`src/rtl/run_controller.sv`:
```
// Execution sequencer for the single-cycle MIPS core: run/step/pause, one PC breakpoint,
// syscall-exit halt and a retired-instruction counter. Optional macro: RUN_CTRL_LIMIT_EN.
module run_controller #(
    parameter int PC_W  = 32,
    parameter int CNT_W = 32
) (
    input  logic             clk,
    input  logic             rst,
    input  logic             run_req,
    input  logic             step_req,
    input  logic             pause_req,
    input  logic             clr_req,
    input  logic             bp_en,
    input  logic [PC_W-1:0]  bp_addr,
    input  logic [PC_W-1:0]  pc_in,
    input  logic             halt_in,
`ifdef RUN_CTRL_LIMIT_EN
    input  logic [CNT_W-1:0] limit,
    input  logic             limit_en,
    output logic             limit_hit,
`endif
    output logic             cpu_en,
    output logic [2:0]       state,
    output logic             bp_hit,
    output logic             halted,
    output logic [CNT_W-1:0] retired
);

    typedef enum logic [2:0] {
        IDLE  = 3'd0,
        RUN   = 3'd1,
        STEP  = 3'd2,
        PAUSE = 3'd3,
        HALT  = 3'd4
    } state_t;

    state_t state_q, state_d;
    logic   bp_skip;
    logic   pc_at_bp, match;
    logic   clr_cnt, clr_flags, set_bp_hit, set_skip;

    // Request pulses are single-cycle strobes with no handshake: a pulse is acted on in the
    // cycle it is present if the current state accepts it, otherwise it is dropped.
    assign pc_at_bp = (pc_in == bp_addr);
    assign match    = bp_en && pc_at_bp && !bp_skip;
    assign state    = state_q;

`ifdef RUN_CTRL_LIMIT_EN
    logic [CNT_W-1:0] limit_m1;
    logic             limit_trip, set_limit_hit;
    assign limit_m1   = limit - CNT_W'(1);
    assign limit_trip = limit_en && (limit != '0) && (retired == limit_m1);
`endif

    always_comb begin
        state_d    = state_q;
        cpu_en     = 1'b0;
        clr_cnt    = 1'b0;
        clr_flags  = 1'b0;
        set_bp_hit = 1'b0;
        set_skip   = 1'b0;
`ifdef RUN_CTRL_LIMIT_EN
        set_limit_hit = 1'b0;
`endif
        case (state_q)
            IDLE, PAUSE: begin
                if (clr_req) begin
                    clr_cnt   = 1'b1;
                    clr_flags = 1'b1;
                end else if (pause_req) begin
                    state_d = state_q;
                end else if (step_req || run_req) begin
                    state_d   = step_req ? STEP : RUN;
                    clr_flags = 1'b1;
                    // Resuming from the breakpoint PC must not re-break on the same instruction.
                    set_skip  = (state_q == PAUSE) && pc_at_bp;
                end
            end
            RUN: begin
                cpu_en = !halt_in && !match && !pause_req;
                if (halt_in) begin
                    state_d = HALT;
                end else if (match) begin
                    state_d    = PAUSE;
                    set_bp_hit = 1'b1;
                end else if (pause_req) begin
                    state_d = PAUSE;
`ifdef RUN_CTRL_LIMIT_EN
                end else if (limit_trip) begin
                    state_d       = PAUSE;
                    set_limit_hit = 1'b1;
`endif
                end
            end
            STEP: begin
                cpu_en  = !halt_in;
                state_d = halt_in ? HALT : PAUSE;
            end
            HALT: begin
                if (clr_req) begin
                    state_d   = IDLE;
                    clr_cnt   = 1'b1;
                    clr_flags = 1'b1;
                end
            end
            default: state_d = IDLE;
        endcase
    end

    always_ff @(posedge clk or posedge rst) begin
        if (rst) begin
            state_q <= IDLE;
            halted  <= 1'b0;
            retired <= '0;
            bp_hit  <= 1'b0;
            bp_skip <= 1'b0;
        end else begin
            state_q <= state_d;
            halted  <= (state_d == HALT);
            if (clr_cnt)
                retired <= '0;
            else if (cpu_en)
                retired <= retired + CNT_W'(1);
            if (set_bp_hit)
                bp_hit <= 1'b1;
            else if (clr_flags)
                bp_hit <= 1'b0;
            if (set_skip)
                bp_skip <= 1'b1;
            else if (cpu_en)
                bp_skip <= 1'b0;
        end
    end

`ifdef RUN_CTRL_LIMIT_EN
    always_ff @(posedge clk or posedge rst) begin
        if (rst)
            limit_hit <= 1'b0;
        else if (set_limit_hit)
            limit_hit <= 1'b1;
        else if (clr_flags)
            limit_hit <= 1'b0;
    end
`endif

endmodule

```
`config.mk`:
```
export PLATFORM = sky130hd
export DESIGN_NAME = run_controller
export DESIGN_NICKNAME = d
export VERILOG_FILES = /design/src/rtl/run_controller.sv
export SDC_FILE = /design/constraint.sdc
export NUM_CORES = 1
export LEC_CHECK = 0
export ABC_AREA = 1
export ABC_CLOCK_PERIOD_IN_PS = 3200
export CAP_MARGIN = 15
export CORE_MARGIN = 3
export CORE_UTILIZATION = 50
export DETAILED_ROUTE_END_ITERATION = 7
export PLACE_DENSITY_LB_ADDON = 0.08
export SKIP_CTS_REPAIR_TIMING = 1
export SYNTH_ARGS = -nofsm -noshare
export SYNTH_HDL_FRONTEND = slang
export SYNTH_SLANG_ARGS = --single-unit
```
`constraint.sdc`:
```
create_clock -name clk -period 3.2 [get_ports clk]
set_clock_uncertainty 0.05 [all_clocks]
set_input_delay 0.64 -clock clk [delete_from_list [all_inputs] [get_ports clk]]
set_output_delay 0.64 -clock clk [all_outputs]
set_load 0.01 [all_outputs]
```
==> results of run 1 <==
[cell type report]
cell class                      instances  area (um2)  area share
Inverter                               75         282      0.0622
Clock inverter                          2        60.1      0.0133
Clock buffer                            6        82.6      0.0183
Timing Repair Buffer                  114        1130       0.250
Multi-Input combinational cell        352        1920       0.425
Tap cell                               75        93.8      0.0207
Sequential cell                        38         951       0.210
[power breakdown]
part | switching [mW] | internal [mW] | total, mW
Sequential | 0.0481 | 0.515 | 0.563
Combinational | 0.321 | 0.240 | 0.561
Clock | 0.181 | 0.333 | 0.514
Total | 0.550 | 1.09 | 1.64
[critical path, stage by stage]
cell	delay, ps
clkdlybuf4s50_1	500
nand2_1	70
nand2_1	60
nand2_1	60
nor2_1	110
nand2_1	80
nor2_1	130
nand3_1	120
nand2_2	100
nand2_4	50
dlymetal6s2s_1	180
[layout by cell type, fill, tap and decap left out, drive strengths merged]
cell type      count
clkbuf             6
nand3             47
clkdlybuf4s50    108
o21ai              7
nand4             36
dlymetal6s2s       1
a21oi              2
nand2            143
nand2b             1
xnor2             28
or2                1
xor2              22
clkinv             5
buf                5
nor2              48
o211ai             3
nor3              12
nor3b              1
ha                 1
inv               70
bufinv             2
dfrtp             38
[metal layers]
metal | vias to the layer above | GRT usage | part of all wire | wire length [um]
met5 | - | 0 | 0 | 0
met4 | 0 | 0.0567 | 0.017 | 138
met3 | 15 | 0.0713 | 0.080 | 666
met2 | 139 | 0.424 | 0.50 | 4170
met1 | 1538 | 0.274 | 0.40 | 3380
li1 | 1733 | - | - | -
[Yosys cell counts (2+ instances only)]
master	number
xor2_1	22
o21ai_0	6
nand4_1	36
nand3_4	2
nor2_1	39
inv_1	66
nand2_2	2
inv_2	4
clkinv_1	5
nand3_1	45
nand2_4	3
o211ai_1	3
nand2_1	138
buf_2	6
dfrtp_1	38
xnor2_1	28
nor3_2	5
nor2_2	4
buf_4	3
a21oi_1	2
clkbuf_1	5
nor2_4	5
nor3_1	6
[worst min path at each step]
stage / start / end / depth (start not counted)
after global placement: bp_skip$_DFFE_PP0P_ / bp_skip$_DFFE_PP0P_ / 2
after detailed placement: bp_skip$_DFFE_PP0P_ / bp_skip$_DFFE_PP0P_ / 2
after global routing: bp_hit$_DFFE_PP0P_ / bp_hit$_DFFE_PP0P_ / 2
final: bp_skip$_DFFE_PP0P_ / bp_skip$_DFFE_PP0P_ / 2
after floorplan: bp_skip$_DFFE_PP0P_ / bp_skip$_DFFE_PP0P_ / 2
after CTS: bp_skip$_DFFE_PP0P_ / bp_skip$_DFFE_PP0P_ / 2
[through the flow]
| stage | cell area [um2] | cells |
|---|---|---|
| finish | 4520 | 662 |
| detailed placement | 4380 | 654 |
| floorplan | 3220 | 480 |
| global route | 4520 | 662 |
| CTS | 4520 | 662 |
| global placement | 4380 | 654 |
[sequential cells by signal, indices dropped and copies added, names as in the netlist]
register,count
bp_hit,1
state,3
bp_skip,1
halted,1
retired,32
[cell families (layout without fill, tap and decap cells)]
logic type	count (synthesis)	in the layout	synth area share
compound gates	12	12	0.0221
xor+xnor	50	50	0.136
fa+ha+maj	1	1	0.00388
buf+inv	90	197	0.111
flops	38	38	0.295
simple gates	289	289	0.432
==> summary.md, run 1 <==
| Metric | Value |
|---|---|
| Maxcap violations | `0` |
| Overall power | `1.64 mW` |
| # diodes | `0` |
| Die area | `7450 um2` |
| Asr flop ratio synth | `1.00` |
| Fillers | `500` |
| Iter 0 DRT Violations | `258` |
| Die width | `86.3 um` |
| Net count after synthesis | `553` |
| Setup crit start | `pc_in[4]` |
| Final TNS setup | `0 ps` |
| Root Buffer | `clkbuf_8` |
| # setup viols final | `0` |
| Global-route wire length before repair | `14600 um` |
| Fin util | `0.742` |
| Vias in the first global route | `3355` |
| Fmax | `360 MHz` |
| Setup ws final | `419 ps` |
| Post-DRT Antenna Nets | `0` |
| Initial antenna violation count | `0` |
| Clk_lat worst skew | `290 ps` |
| Synth unique cells | `30` |
| Unrepaired setup endpoints after global routing | `no` |
| Worst r2r path cells | `9` |
| Number of synthesized register bits | `38` |
| Endpoints failing hold | `0` |
| Layout cell share with drive strength beyond 1 | `0.0698` |
| Synth top area share | `0.295` |
| Wire per inst | `12.6 um` |
| Power Density | `362 nW/um2` |
| Register area share after synthesis | `0.295` |
| Initial core utilization | `0.529` |
| Slew @ Worst Pin | `565 ps` |
| CP required | `2510 ps` |
| Worst-path clk slew | `80 ps` |
| Yosys synthesis warning count | `0` |
| Worst vdd ir | `0.000437 V` |
| Reg2reg start | `retired[1]$_DFFE_PP0P_` |
| 1st-pass router iterations | `5` |
| Routed WL | `8350 um` |
| Post-DP HPWL | `6520 um` |
| Max H-tree Level | `2` |
| Min cycle time layout | `2780 ps` |
| Ys flop type | `dfrtp_1` |
| Crit path DAT | `2090 ps` |
| Post-synthesis cell count | `480` |
| Avg Inst Size Synth | `6.71 um2` |
| R2r endpoint | `retired[30]$_DFFE_PP0P_` |
| Setup WS pre-CTS | `129 ps` |
| Crit Path Max Fanout | `2` |
| Cell accounting for the most synthesized area | `dfrtp_1` |
| Drc violations | `0` |
| Hold WS | `475 ps` |
| Total track usage | `0.236` |
| Register-to-register setup slack | `1350 ps` |
| Max Slew Vio Count | `0` |
| Pin count of the biggest net entering global routing | `62` |
| Clock Path Buffers | `2` |
| I/O pin cnt | `110` |
| Post-synth EDFFs | `0` |
| GP Congestion | `0.929` |
| FP Rows | `28` |
| Total number of vias | `3425` |
| CTS Sinks | `38` |
| Hold/Removal Path Class | `reg -> reg` |
| GRT overflow | `0` |
| Nets | `659` |
| Worst setup SP type | `input pin` |
| TritonCTS clock tree | `yes` |
| Leakage Power | `2.22 nW` |
| Die height | `86.3 um` |
| Post-Syn Area | `3220 um2` |
| Total core area | `6100 um2` |
| Kind of end point of the critical path | `output pin` |
| Relative slew slack | `0.623` |
| Via/cell ratio | `5.17` |
| Area grow syn2layout | `40.3%` |
| Top cells by area, synth | `dfrtp_1, nand2_1, inv_1` |
| Status | `finished clean` |
| CTS Buf Count | `5` |
| Port Buf Inserts | `109` |
| Fin crit share | `0.869` |
| Worst setup endpoint | `cpu_en` |
| CP Class | `in -> out` |
Note: power is estimated with default switching activity, not from simulation.
==> run 2: changes to the inputs <==
- PLACE_DENSITY_LB_ADDON: 0.08 -> 0.05
==> run 2 against run 1 <==
  * Die area unchanged
  * Worst hold slack better by 1.7 ps
  * Non-clock buffer count is the same
  * Worst setup slack lost 1.6 ps
  * Clock power fell by 32%
  * Count of clock-buffer cells in the layout is 1 higher
  * Flip-flop and latch count unchanged
  * Sequential share of layout area is 0.18 points higher
  * Register-to-register slack got worse by 70 ps
  * Largest power group is now combinational logic
==> summary.md, run 2 (synthesis gave the netlist of run 1 again) <==
| Metric | Value |
|---|---|
| Register-to-register setup slack | `1280 ps (-70 ps)` |
| Wire per inst | `12.9 um (+2.0%)` |
| Routed WL | `8520 um (+2.0%)` |
| Most common cell after layout, fill and taps aside | `nand2_1` |
| CTS Sinks | `38 (unchanged)` |
| Worst setup SP type | `input pin` |
| Fin crit share | `0.870 (about the same)` |
| Min cycle time layout | `2780 ps (+1.59 ps)` |
| Crit path DAT | `2090 ps (about the same)` |
| Root Buffer | `clkbuf_8` |
| Post-DRT Antenna Nets | `0 (unchanged)` |
| 1st-pass router iterations | `4 (-1)` |
| Total core area | `6100 um2 (unchanged)` |
| Max Slew Vio Count | `0 (unchanged)` |
| Worst vdd ir | `0.000411 V (-6.0%)` |
| # diodes | `0 (unchanged)` |
| Fmax | `359 MHz (about the same)` |
| CTS Buf Count | `5 (unchanged)` |
| Maxcap violations | `0 (unchanged)` |
| Setup ws final | `417 ps (-1.59 ps)` |
| Initial core utilization | `0.529 (unchanged)` |
| Drc violations | `0 (unchanged)` |
| Iter 0 DRT Violations | `188 (-27%)` |
| Final TNS setup | `0 ps (unchanged)` |
| Critical Path, Cell by Cell | `clkdlybuf4s50_1 > xnor2_1 > nand2_1 > nor2_1 > nand2_1 > nor2_1 > nand3_1 > nand2_2 > nand2_4 > dlymetal6s2s_1` |
| # setup viols final | `0 (unchanged)` |
| Post-DP HPWL | `6630 um (+1.7%)` |
| CP required | `2510 ps (about the same)` |
| Cell family with the largest share of critical-path delay | `simple AND/OR/NAND/NOR gates` |
| Max FFs per register | `32 (unchanged)` |
| Clk_lat worst skew | `290 ps (about the same)` |
| Largest Register | `retired` |
| GP Congestion | `0.924 (-0.51%)` |
| Overall power | `1.49 mW (-9.0%)` |
| Nets | `659 (unchanged)` |
| Clock Path Buffers | `2 (unchanged)` |
| Kind of end point of the critical path | `output pin` |
| WP buf/inv | `2 (unchanged)` |
| Die area | `7450 um2 (unchanged)` |
| Area grow syn2layout | `39.1%` |
| Worst-path clk slew | `70 ps (about the same)` |
| Max H-tree Level | `2 (unchanged)` |
| Crit-path slowest cell | `clkdlybuf4s50_1` |
| Status | `finished clean` |
| Die height | `86.3 um (unchanged)` |
| Wire length on met2 | `4210 um (+0.94%)` |
| Slew @ Worst Pin | `687 ps (+122 ps)` |
| Met3 WL post-DR | `696 um (+4.5%)` |
| Non-Filler Instances | `662 (unchanged)` |
| Total number of vias | `3381 (-1.3%)` |
| Crit Path Max Fanout | `2 (unchanged)` |
| Via/cell ratio | `5.11 (-1.3%)` |
| Total track usage | `0.237 (+0.00160)` |
| GRT overflow | `0 (unchanged)` |
| Global-route wire length before repair | `14500 um (-0.38%)` |
| I/O pin cnt | `110 (unchanged)` |
| Relative slew slack | `0.540 (-0.0829)` |
| Pin count of the biggest net entering global routing | `39 (-37%)` |
| FP Rows | `28 (unchanged)` |
| Placed instance count | `654 (unchanged)` |
| Layout cell share with drive strength beyond 1 | `0.0681 (-0.00170)` |
| Initial antenna violation count | `0 (unchanged)` |
| Vias in the first global route | `3315 (-1.2%)` |
| Leakage Power | `2.21 nW (-0.80%)` |
| Setup WS pre-CTS | `71.2 ps (-57.4 ps)` |
| Fin util | `0.736 (-0.00636)` |
| Unrepaired setup endpoints after global routing | `no` |
| Hold/Removal Path Class | `reg -> reg` |
| TritonCTS clock tree | `yes` |
| Max incr delay on CP | `480 ps (-20 ps)` |
| Wire length on met1 | `3450 um (+2.1%)` |
| Die width | `86.3 um (unchanged)` |
| CP Class | `in -> out` |
| Port Buf Inserts | `109 (unchanged)` |
| Most frequent cells in the layout | `nand2_1, clkdlybuf4s50_1, inv_1` |
| Max Used Layer | `met4` |
| Endpoints failing hold | `0 (unchanged)` |
| Power Density | `333 nW/um2 (-8.2%)` |
[run 2: final cells by class]
type / count / area, um2
clock buffer: 7 / 86.3
clock inverter: 1 / 5.00
fill: 532 / 1610
inverter: 75 / 282
multi-input combinational: 352 / 1920
sequential: 38 / 951
tap: 75 / 93.8
timing repair buffer: 114 / 1140
[run 2: worst min-delay path, cell delays in order (launching register included)]
cell and delay [ps]:
dfrtp_1 350, nand3_1 70, o21ai_0 70
[run 2: worst paths after layout]
| kind | from | endpoint | cells after the start |
|---|---|---|---|
| max | bp_addr[8] | cpu_en | 10 |
| min | bp_skip$_DFFE_PP0P_ | bp_skip$_DFFE_PP0P_ | 2 |
| max reg2reg | state[1]$_DFF_PP0_ | retired[21]$_DFFE_PP0P_ | 8 |
| min reg2reg | bp_skip$_DFFE_PP0P_ | bp_skip$_DFFE_PP0P_ | 2 |
| max in group asynchronous | rst | retired[5]$_DFFE_PP0P_ | 3 |
| min in group asynchronous | rst | retired[10]$_DFFE_PP0P_ | 3 |
[run 2: metal layers]
metal / track usage / vias up
li1: - / 1731
met1: 0.279 / 1494
met2: 0.423 / 140
met3: 0.0599 / 16
met4: 0.0751 / 0
met5: 0 / -
[run 2: power by group]
part           total, mW  switching, mW  leakage [nW]  internal [mW]
registers          0.564         0.0494         0.526          0.515
logic              0.578          0.326          1.63          0.251
clock network      0.349          0.175        0.0482          0.174
[run 2: metrics by stage]
step                      hold slack, ps  instance area, um2
after global routing                 527                4480
final                                477                4480
after detailed placement             465                4390
after floorplan                      429                3220
after global placement               456                4390
after CTS                            485                4480
